==> config.mk <==
export PLATFORM = sky130hd
export DESIGN_NAME = noc_local_tx_flat
export DESIGN_NICKNAME = d
export VERILOG_FILES = /design/src/rtl/noc_local_tx_if.sv /design/src/rtl/noc_local_tx.sv /design/src/flat_wrapper.sv
export SDC_FILE = /design/constraint.sdc
export NUM_CORES = 1
export LEC_CHECK = 0
export ABC_AREA = 1
export CAP_MARGIN = 40
export CORE_UTILIZATION = 51
export CTS_CLUSTER_SIZE = 20
export DETAILED_ROUTE_END_ITERATION = 16
export PLACE_DENSITY_LB_ADDON = 0.05
export SYNTH_ARGS = -nofsm -noshare
export SYNTH_HDL_FRONTEND = slang
export SYNTH_SLANG_ARGS = --single-unit
==> constraint.sdc <==
create_clock -name clk -period 5.9 [get_ports clk]
set_input_delay 1.475 -clock clk [delete_from_list [all_inputs] [get_ports clk]]
set_output_delay 1.475 -clock clk [all_outputs]
set_load 0.05 [all_outputs]
==> src/rtl/noc_local_tx_if.sv <==
// rtl/noc_local_tx_if.sv - request, payload, flit and credit signals between a core and the local NoC transmitter
interface noc_local_tx_if #(
  parameter int FLIT_W  = 16,
  parameter int COORD_W = 4,
  parameter int LEN_W   = 4
);
  logic               req_valid;
  logic               req_ready;
  logic [COORD_W-1:0] req_dst_x;
  logic [COORD_W-1:0] req_dst_y;
  logic [LEN_W-1:0]   req_len;
  logic               pay_valid;
  logic               pay_ready;
  logic [FLIT_W-1:0]  pay_data;
  logic               flit_valid;
  logic [1:0]         flit_type;
  logic [FLIT_W-1:0]  flit_data;
  logic               credit_in;

  modport master (
    input  req_valid, req_dst_x, req_dst_y, req_len, pay_valid, pay_data, credit_in,
    output req_ready, pay_ready, flit_valid, flit_type, flit_data
  );

  modport slave (
    output req_valid, req_dst_x, req_dst_y, req_len, pay_valid, pay_data, credit_in,
    input  req_ready, pay_ready, flit_valid, flit_type, flit_data
  );
endinterface

==> src/rtl/noc_local_tx.sv <==
// rtl/noc_local_tx.sv - packetizes core requests into HEAD/BODY/TAIL flits under router credit flow control
module noc_local_tx #(
  parameter int FLIT_W  = 16,
  parameter int COORD_W = 4,
  parameter int LEN_W   = 4,
  parameter int CREDITS = 4,
  parameter int XCOORD  = 2,
  parameter int YCOORD  = 2,
  localparam int CW     = $clog2(CREDITS + 1)
) (
  input  logic          clk,
  input  logic          rst,
  noc_local_tx_if.master bus,
  output logic [CW-1:0] credits,
  output logic          busy,
  output logic          err_credit,
  output logic          err_len
);
  typedef enum logic [1:0] {IDLE, HEAD, BODY} state_t;

  localparam logic [CW-1:0] CRED_MAX = CW'(CREDITS);

  state_t             state_q, state_d;
  logic [COORD_W-1:0] dst_x_q, dst_y_q;
  logic [LEN_W-1:0]   len_q, remaining_q;
  logic               has_credit;
  logic               head_launch, body_launch, launch, last_flit;
  logic [FLIT_W-1:0]  head_word;

  assign has_credit = (credits != '0);
  assign launch     = head_launch | body_launch;
  assign last_flit  = (remaining_q == LEN_W'(1));
  assign busy       = (state_q != IDLE);

  always_comb begin
    head_word = '0;
    head_word[FLIT_W-1 -: COORD_W]         = dst_x_q;
    head_word[FLIT_W-1-COORD_W -: COORD_W] = dst_y_q;
    head_word[2*COORD_W-1 -: COORD_W]      = COORD_W'(XCOORD);
    head_word[COORD_W-1:0]                 = COORD_W'(YCOORD);
  end

  always_ff @(posedge clk or posedge rst) begin
    if (rst) state_q <= IDLE;
    else     state_q <= state_d;
  end

  always_comb begin
    state_d       = state_q;
    bus.req_ready = 1'b0;
    bus.pay_ready = 1'b0;
    head_launch   = 1'b0;
    body_launch   = 1'b0;
    case (state_q)
      IDLE: begin
        bus.req_ready = 1'b1;
        if (bus.req_valid && bus.req_len != '0) state_d = HEAD;
      end
      HEAD: begin
        if (has_credit) begin
          head_launch = 1'b1;
          state_d     = BODY;
        end
      end
      BODY: begin
        // Ready depends only on credits so the core never sees a combinational loop through pay_valid.
        bus.pay_ready = has_credit;
        if (bus.pay_valid && has_credit) begin
          body_launch = 1'b1;
          if (last_flit) state_d = IDLE;
        end
      end
      default: state_d = IDLE;
    endcase
  end

  always_ff @(posedge clk or posedge rst) begin
    if (rst) begin
      dst_x_q        <= '0;
      dst_y_q        <= '0;
      len_q          <= '0;
      remaining_q    <= '0;
      bus.flit_valid <= 1'b0;
      bus.flit_type  <= 2'b00;
      bus.flit_data  <= '0;
      credits        <= CRED_MAX;
      err_credit     <= 1'b0;
      err_len        <= 1'b0;
    end else begin
      if (state_q == IDLE && bus.req_valid) begin
        dst_x_q <= bus.req_dst_x;
        dst_y_q <= bus.req_dst_y;
        len_q   <= bus.req_len;
        if (bus.req_len == '0) err_len <= 1'b1;
      end

      if (head_launch)      remaining_q <= len_q;
      else if (body_launch) remaining_q <= remaining_q - LEN_W'(1);

      bus.flit_valid <= launch;
      if (head_launch) begin
        bus.flit_type <= 2'b01;
        bus.flit_data <= head_word;
      end else if (body_launch) begin
        bus.flit_type <= last_flit ? 2'b10 : 2'b00;
        bus.flit_data <= bus.pay_data;
      end

      // A returned credit with nothing outstanding means the router and this block disagree.
      if (launch && !bus.credit_in) begin
        credits <= credits - CW'(1);
      end else if (!launch && bus.credit_in) begin
        if (credits == CRED_MAX) err_credit <= 1'b1;
        else                     credits    <= credits + CW'(1);
      end
    end
  end
endmodule
==> src/flat_wrapper.sv <==
// flat-port wrapper written by rule: the top's interface ports become plain ports
module noc_local_tx_flat 
#(
  parameter int FLIT_W  = 16,
  parameter int COORD_W = 4,
  parameter int LEN_W   = 4,
  parameter int CREDITS = 4,
  parameter int XCOORD  = 2,
  parameter int YCOORD  = 2,
  localparam int CW     = $clog2(CREDITS + 1)
)
  (clk, rst, credits, busy, err_credit, err_len, bus_req_valid, bus_req_dst_x, bus_req_dst_y, bus_req_len, bus_pay_valid, bus_pay_data, bus_credit_in, bus_req_ready, bus_pay_ready, bus_flit_valid, bus_flit_type, bus_flit_data);
  noc_local_tx_if #(.FLIT_W(FLIT_W), .COORD_W(COORD_W), .LEN_W(LEN_W)) bus_i ();
  input  logic clk;
  input  logic rst;
  output logic [CW-1:0] credits;
  output logic busy;
  output logic err_credit;
  output logic err_len;
  input wire logic [$bits(bus_i.req_valid)-1:0] bus_req_valid;
  input wire logic [$bits(bus_i.req_dst_x)-1:0] bus_req_dst_x;
  input wire logic [$bits(bus_i.req_dst_y)-1:0] bus_req_dst_y;
  input wire logic [$bits(bus_i.req_len)-1:0] bus_req_len;
  input wire logic [$bits(bus_i.pay_valid)-1:0] bus_pay_valid;
  input wire logic [$bits(bus_i.pay_data)-1:0] bus_pay_data;
  input wire logic [$bits(bus_i.credit_in)-1:0] bus_credit_in;
  output wire logic [$bits(bus_i.req_ready)-1:0] bus_req_ready;
  output wire logic [$bits(bus_i.pay_ready)-1:0] bus_pay_ready;
  output wire logic [$bits(bus_i.flit_valid)-1:0] bus_flit_valid;
  output wire logic [$bits(bus_i.flit_type)-1:0] bus_flit_type;
  output wire logic [$bits(bus_i.flit_data)-1:0] bus_flit_data;
  assign bus_i.req_valid = bus_req_valid;
  assign bus_i.req_dst_x = bus_req_dst_x;
  assign bus_i.req_dst_y = bus_req_dst_y;
  assign bus_i.req_len = bus_req_len;
  assign bus_i.pay_valid = bus_pay_valid;
  assign bus_i.pay_data = bus_pay_data;
  assign bus_i.credit_in = bus_credit_in;
  assign bus_req_ready = bus_i.req_ready;
  assign bus_pay_ready = bus_i.pay_ready;
  assign bus_flit_valid = bus_i.flit_valid;
  assign bus_flit_type = bus_i.flit_type;
  assign bus_flit_data = bus_i.flit_data;
  noc_local_tx #(.FLIT_W(FLIT_W), .COORD_W(COORD_W), .LEN_W(LEN_W), .CREDITS(CREDITS), .XCOORD(XCOORD), .YCOORD(YCOORD)) u_core (.clk(clk), .rst(rst), .bus(bus_i), .credits(credits), .busy(busy), .err_credit(err_credit), .err_len(err_len));
endmodule
==> impl_metrics.json, run 1 <==
{
  "die_h_microns": 65.7,
  "start_util_pct": 54.9,
  "hpwlAfterDp_microns": 3170,
  "finalNonFillerCells": 364,
  "synthCells": 257,
  "drive_above_1_share_pct": 6.01,
  "antenna_found_initial": 0,
  "dpl.cell_count": 357,
  "via_count": 1747,
  "cts_tree": "built",
  "synth_nets": 296,
  "critPathKind": "flip-flop to primary output",
  "post_synth.cell_area_avg_sq_um": 8.06,
  "firstDrtPassIters": 4,
  "numCtsBuffers": 5,
  "p_leak_nw": 1.41,
  "grt_pass1_wl_microns": 7310,
  "syn2layout_area_growth_pct": 32.7,
  "cts_hold_buffers": 0,
  "hold_class": "flip-flop to flip-flop",
  "max_cap_viol_count": 0,
  "tightest_slew_ns": 0.545,
  "finish.utilization_pct": 72.9,
  "yosys_warnings": 0,
  "vias_per_cell": 4.80,
  "dr.first_iter.drc_count": 114,
  "core-area_sq_um": 3770,
  "seq_power_share_pct": 32.4,
  "routedWlPerCell_microns": 12.2,
  "place_ws_ns": 2.46,
  "vdd_ir_drop_max_mv": 0.425,
  "numPortBuffers": 59,
  "cp.arrival_ns": 2.16,
  "grt-ovfl-total": 0,
  "crit_fanout": 16,
  "cp-end-kind": "primary output",
  "cts_resized": 0,
  "power.density_nw_per_um2": 578,
  "swShare_pct": 49.1,
  "fin_ws_ns": 2.27,
  "clk_path_buf_depth": 2,
  "relSlewSlack_pct": 63.5,
  "internal-power_w": 0.000809,
  "wirelength_microns": 4450,
  "gp_congestion": 0.760,
  "cts_setup_buffers": 0,
  "root_buffer": "clkbuf_8",
  "clk_pin_slew_ns": 0.08,
  "combPwrFrac_pct": 56.8,
  "synth_cell_types": 25,
  "numClockSinks": 42,
  "grt_pass1_vias": 1615,
  "setup_tns_ns": 0,
  "rsz0062_at_grt": "no",
  "syn_area_sq_um": 2070,
  "finClkSkew_ns": 0.00897,
  "nNetsFinal": 355,
  "fp.dieW_microns": 65.7,
  "ctsHtreeMaxLevel": 2,
  "maxSlewViolCount": 0,
  "n_antenna_cell": 0,
  "seq_area_frac_synth_pct": 50.8,
  "drc": 0,
  "core.rowCount": 22,
  "num_io_pins": 60,
  "grt_usage_pct": 23.0,
  "total_power_w": 0.00159,
  "p_sw_w": 0.000781,
  "die_area_sq_um": 4320,
  "outcome": "complete, no violations",
  "cp.required_ns": 4.43,
  "ys_ff_latch": 42,
  "cp-start-kind": "flip-flop",
  "setup_violations": 0,
  "hold_viol_final": 0,
  "period_needed_ns": 3.63,
  "ant_nets": 0,
  "insertion_delay_ns": 0.30,
  "final.period_utilization_pct": 61.5,
  "fmax_mhz": 275,
  "grt_max_degree": 43,
  "clkPwrFrac_pct": 10.9
}
cell usage in the layout, fill, tap and decap left out, types with 2 or more instances in the layout:
master / count
nand2_1: 107
clkdlybuf4s50_1: 59
dfrtp_1: 41
nand3_1: 30
inv_1: 27
o21ai_1: 6
ha_1: 6
nand2_2: 5
o21ai_0: 5
clkbuf_8: 5
nor2_1: 4
clkinv_1: 2
nor2_2: 2
xor2_1: 2
o21bai_1: 2
clkbuf_1: 2
buf_4: 2
registers in the layout, summed over array words and instances (netlist names), 2 cells and up:
register / flops
u_core.bus.flit_data: 16
u_core.bus.flit_type: 2
u_core.credits: 3
u_core.dst_x_q: 4
u_core.dst_y_q: 4
u_core.len_q: 4
u_core.remaining_q: 4
u_core.state_q: 2
through the flow:
stage | instance area [sq um] | hold slack (ns)
finish | 2750 | 0.481
detailed placement | 2670 | 0.462
global route | 2750 | 0.486
floorplan | 2070 | 0.450
global placement | 2670 | 0.462
CTS | 2750 | 0.483
area by class of cell:
cell class | count | area [sq um]
inverters | 30 | 113
repair buffers | 61 | 606
multi-input cells | 176 | 841
well taps | 48 | 60.1
clock buffers | 7 | 76.3
fillers | 323 | 1020
flip-flops and latches | 42 | 1050
power groups by stage:
| stage | Combinational [W] | Sequential (W) | Clock (W) |
|---|---|---|---|
| floorplan | 0.000387 | 0.000763 | 0 |
| global placement | 0.000886 | 0.000512 | 0 |
| detailed placement | 0.000903 | 0.000518 | 0 |
| CTS | 0.000908 | 0.000513 | 0.000175 |
| global route | 0.000980 | 0.000528 | 0.000189 |
| finish | 0.000902 | 0.000514 | 0.000173 |
critical path, stage by stage, from the launching register on:
cell and delay [ns]:
dfstp_2 0.56, inv_1 0.08, nand2_4 0.19, inv_1 0.08
nor2_1 0.12, clkdlybuf4s50_1 0.82
synth_stat cells, drive strengths merged:
master,count,area [sq um]
a21oi,1,5.00
buf,9,65.1
clkinv,1,3.75
dfrtp,41,1030
dfstp,1,26.3
ha,6,75.1
inv,29,109
nand2,113,444
nand3,31,168
nand4,1,6.26
nor2,7,38.8
o211ai,1,7.51
o21ai,11,55.1
o21bai,2,15.0
xnor2,1,8.76
xor2,2,17.5
logic make-up after synthesis:
kind of cell,Yosys count,synth area share [%]
XOR/XNOR,3,1.27
buffers and inverters,39,8.58
AO/OA/AOI/OAI,15,3.99
flip-flops,42,50.8
AND/OR/NAND/NOR,152,31.7
adder cells (fa/ha/maj),6,3.63
routing by layer:
metal | track usage [%] | vias to the layer above | wire length (microns)
li1 | - | 907 | -
met1 | 30.3 | 791 | 2110
met2 | 36.2 | 44 | 2090
met3 | 6.94 | 5 | 215
met4 | 6.52 | 0 | 42
met5 | 0 | - | 0
worst paths after layout:
path | endpoint | start | cells past startpoint | slack [ns]
max in group asynchronous | u_core.len_q[0] | rst | 3 | 3.93
worst max-delay path | bus_pay_ready | u_core.credits[2] | 5 | 2.27
worst max register to register | u_core.credits[2] | u_core.state_q[1] | 12 | 3.31
worst min-delay path | u_core.err_credit | u_core.err_credit | 1 | 0.48
worst min register to register | u_core.err_credit | u_core.err_credit | 1 | 0.48
min in group asynchronous | u_core.bus.flit_valid | rst | 3 | 1.61
(Power assumes the default switching activity.)
==> inputs of run 2 (changes only) <==
--- a/config.mk
+++ b/config.mk
@@ -7,7 +7,7 @@
 export LEC_CHECK = 0
 export ABC_AREA = 1
 export CAP_MARGIN = 40
-export CORE_UTILIZATION = 51
+export CORE_UTILIZATION = 43
 export CTS_CLUSTER_SIZE = 20
 export DETAILED_ROUTE_END_ITERATION = 16
 export PLACE_DENSITY_LB_ADDON = 0.05
==> constraint.sdc (replaced) <==
create_clock -name clk -period 2.94 [get_ports clk]
set_input_delay 0.735 -clock clk [delete_from_list [all_inputs] [get_ports clk]]
set_output_delay 0.735 -clock clk [all_outputs]
set_load 0.05 [all_outputs]
==> impl_metrics.json, run 2 (same netlist as run 1, synthesis figures left out) <==
{
  "outcome": "finished with violations",
  "crit_fanout": 16,
  "regMostFlops": "u_core.bus.flit_data",
  "rsz0062_at_grt": "no",
  "fill_cells": 411,
  "multi_input_comb_area_sq_um": 841,
  "finClkSkew_ns": 0.00665,
  "gp_congestion": 0.739,
  "critPathKind": "flip-flop to primary output",
  "cp_slowest_cell": "dfstp_2",
  "tightest_slew_ns": 0.771,
  "cts_tree": "built",
  "cts_hold_buffers": 0,
  "numClockSinks": 42,
  "insertion_delay_ns": 0.30,
  "crit_family": "buffers and inverters",
  "antenna_found_initial": 0,
  "wl_met2_microns": 2060,
  "max_cap_viol_count": 0,
  "drc": 4,
  "hpwlAfterDp_microns": 3230,
  "wirelength_microns": 4530,
  "cpMostUsedCell": "inv_1",
  "mostFrequentLayoutCells": "nand2_1 (107), clkdlybuf4s50_1 (58), dfrtp_1 (41), nand3_1 (30), inv_1 (27)",
  "p_leak_nw": 1.46,
  "setup_violations": 0,
  "nNetsFinal": 357,
  "hold_viol_final": 0,
  "cp-start-kind": "flip-flop",
  "clk_path_buf_depth": 2,
  "max_stage_delay_ns": 0.58,
  "vdd_ir_drop_max_mv": 0.714,
  "cp.required_ns": 2.20,
  "grt_pass1_wl_microns": 7700,
  "relSlewSlack_pct": 48.3,
  "n_antenna_cell": 0,
  "vias_per_cell": 4.78,
  "cts_setup_buffers": 0,
  "setup_tns_ns": 0,
  "grt-ovfl-total": 0,
  "num_io_pins": 60,
  "ctsHtreeMaxLevel": 2,
  "routedWlPerCell_microns": 12.2,
  "grt_max_degree": 29,
  "die_h_microns": 71.4,
  "period_needed_ns": 2.63,
  "core-area_sq_um": 4500,
  "root_buffer": "clkbuf_8",
  "fp.dieW_microns": 71.4,
  "dr.first_iter.drc_count": 105,
  "met3_length_microns": 219,
  "clk_pin_slew_ns": 0.08,
  "cp.arrival_ns": 1.89,
  "syn2layout_area_growth_pct": 36.8,
  "fmax_mhz": 380,
  "grt_usage_pct": 19.8,
  "start_util_pct": 46.0,
  "firstDrtPassIters": 10,
  "highest_layer": "met4",
  "hold_class": "flip-flop to flip-flop",
  "drive_above_1_share_pct": 7.52,
  "numCtsBuffers": 5,
  "ant_nets": 0,
  "critPathBufInv": 3,
  "cp_cell_sequence": "inv_1 -> nand2_4 -> inv_1 -> nor2_1 -> dlygate4sd2_1",
  "layout_commonest_cell": "nand2_1",
  "cp-end-kind": "primary output",
  "via_count": 1774,
  "largest_reg_flops": 16,
  "wl_met1_microns": 2170,
  "finish.utilization_pct": 62.9,
  "core.rowCount": 24,
  "maxSlewViolCount": 0,
  "regArea_sq_um": 1050,
  "numPortBuffers": 59,
  "power.density_nw_per_um2": 1200,
  "die_area_sq_um": 5100,
  "grt_pass1_vias": 1719,
  "violations": "DRC",
  "final.period_utilization_pct": 89.4
}
-- run 2: path summary, 6_finish.rpt --
check                      cells after the start                       to  slack [ns]                     from
setup / recovery                               5            bus_pay_ready        0.31        u_core.credits[2]
hold / removal                                 2  u_core.bus.flit_type[0]        0.48  u_core.bus.flit_type[0]
setup reg to reg                              13        u_core.credits[2]        0.76        u_core.credits[2]
hold reg to reg                                2  u_core.bus.flit_type[0]        0.48  u_core.bus.flit_type[0]
max in group asynchronous                      3          u_core.len_q[2]        1.58                      rst
min in group asynchronous                      2  u_core.bus.flit_data[4]        0.78                      rst
-- run 2: where the power goes --
group	internal (W)	total (W)	leakage (nW)	switching [W]
Combinational	0.000606	0.00181	0.867	0.00120
Sequential	0.000851	0.00103	0.518	0.000178
Clock	0.000362	0.000565	0.0714	0.000203
Total	0.00182	0.00340	1.46	0.00158
-- run 2: metal layers --
metal	track usage (%)	up-vias
li1	-	917
met1	25.4	804
met2	32.1	46
met3	5.06	7
met4	8.22	0
met5	0	-
-- run 2: through the flow --
| stage | total power (W) | worst slack, ns | hold slack, ns | cells | cell area (sq um) |
|---|---|---|---|---|---|
| floorplan | 0.00231 | 0.359 | 0.450 | 257 | 2070 |
| global placement | 0.00282 | 0.378 | 0.463 | 363 | 2690 |
| detailed placement | 0.00286 | 0.298 | 0.461 | 363 | 2690 |
| CTS | 0.00343 | 0.278 | 0.481 | 371 | 2830 |
| global route | 0.00363 | 0.164 | 0.510 | 371 | 2830 |
| finish | 0.00340 | 0.312 | 0.479 | 371 | 2830 |
-- run 2: cell type report --
| type | instances | area share [%] |
|---|---|---|
| Clock buffer | 6 | 2.92 |
| Tap cell | 52 | 2.30 |
| Multi-Input combinational cell | 176 | 29.7 |
| Sequential cell | 42 | 37.1 |
| Clock inverter | 2 | 2.12 |
| Timing Repair Buffer | 63 | 21.9 |
| Inverter | 30 | 3.98 |
-- run 2: timing repair --
action	in CTS	in global routing
endpoints found under the hold margin	0	0
setup endpoints to repair	1	0
gates resized for setup	1	0
-- run 2: worst reg2reg max path: stages, from the launching register on --
cell	delay, ns
dfstp_2	0.58
inv_1	0.09
nand2_4	0.17
nand3_4	0.21
nand2_1	0.15
ha_1	0.22
xor2_1	0.10
ha_1	0.19
a21oi_1	0.15
inv_1	0.05
nand2_1	0.05
nand2_1	0.05
nand2_1	0.05
nand2_1	0.05
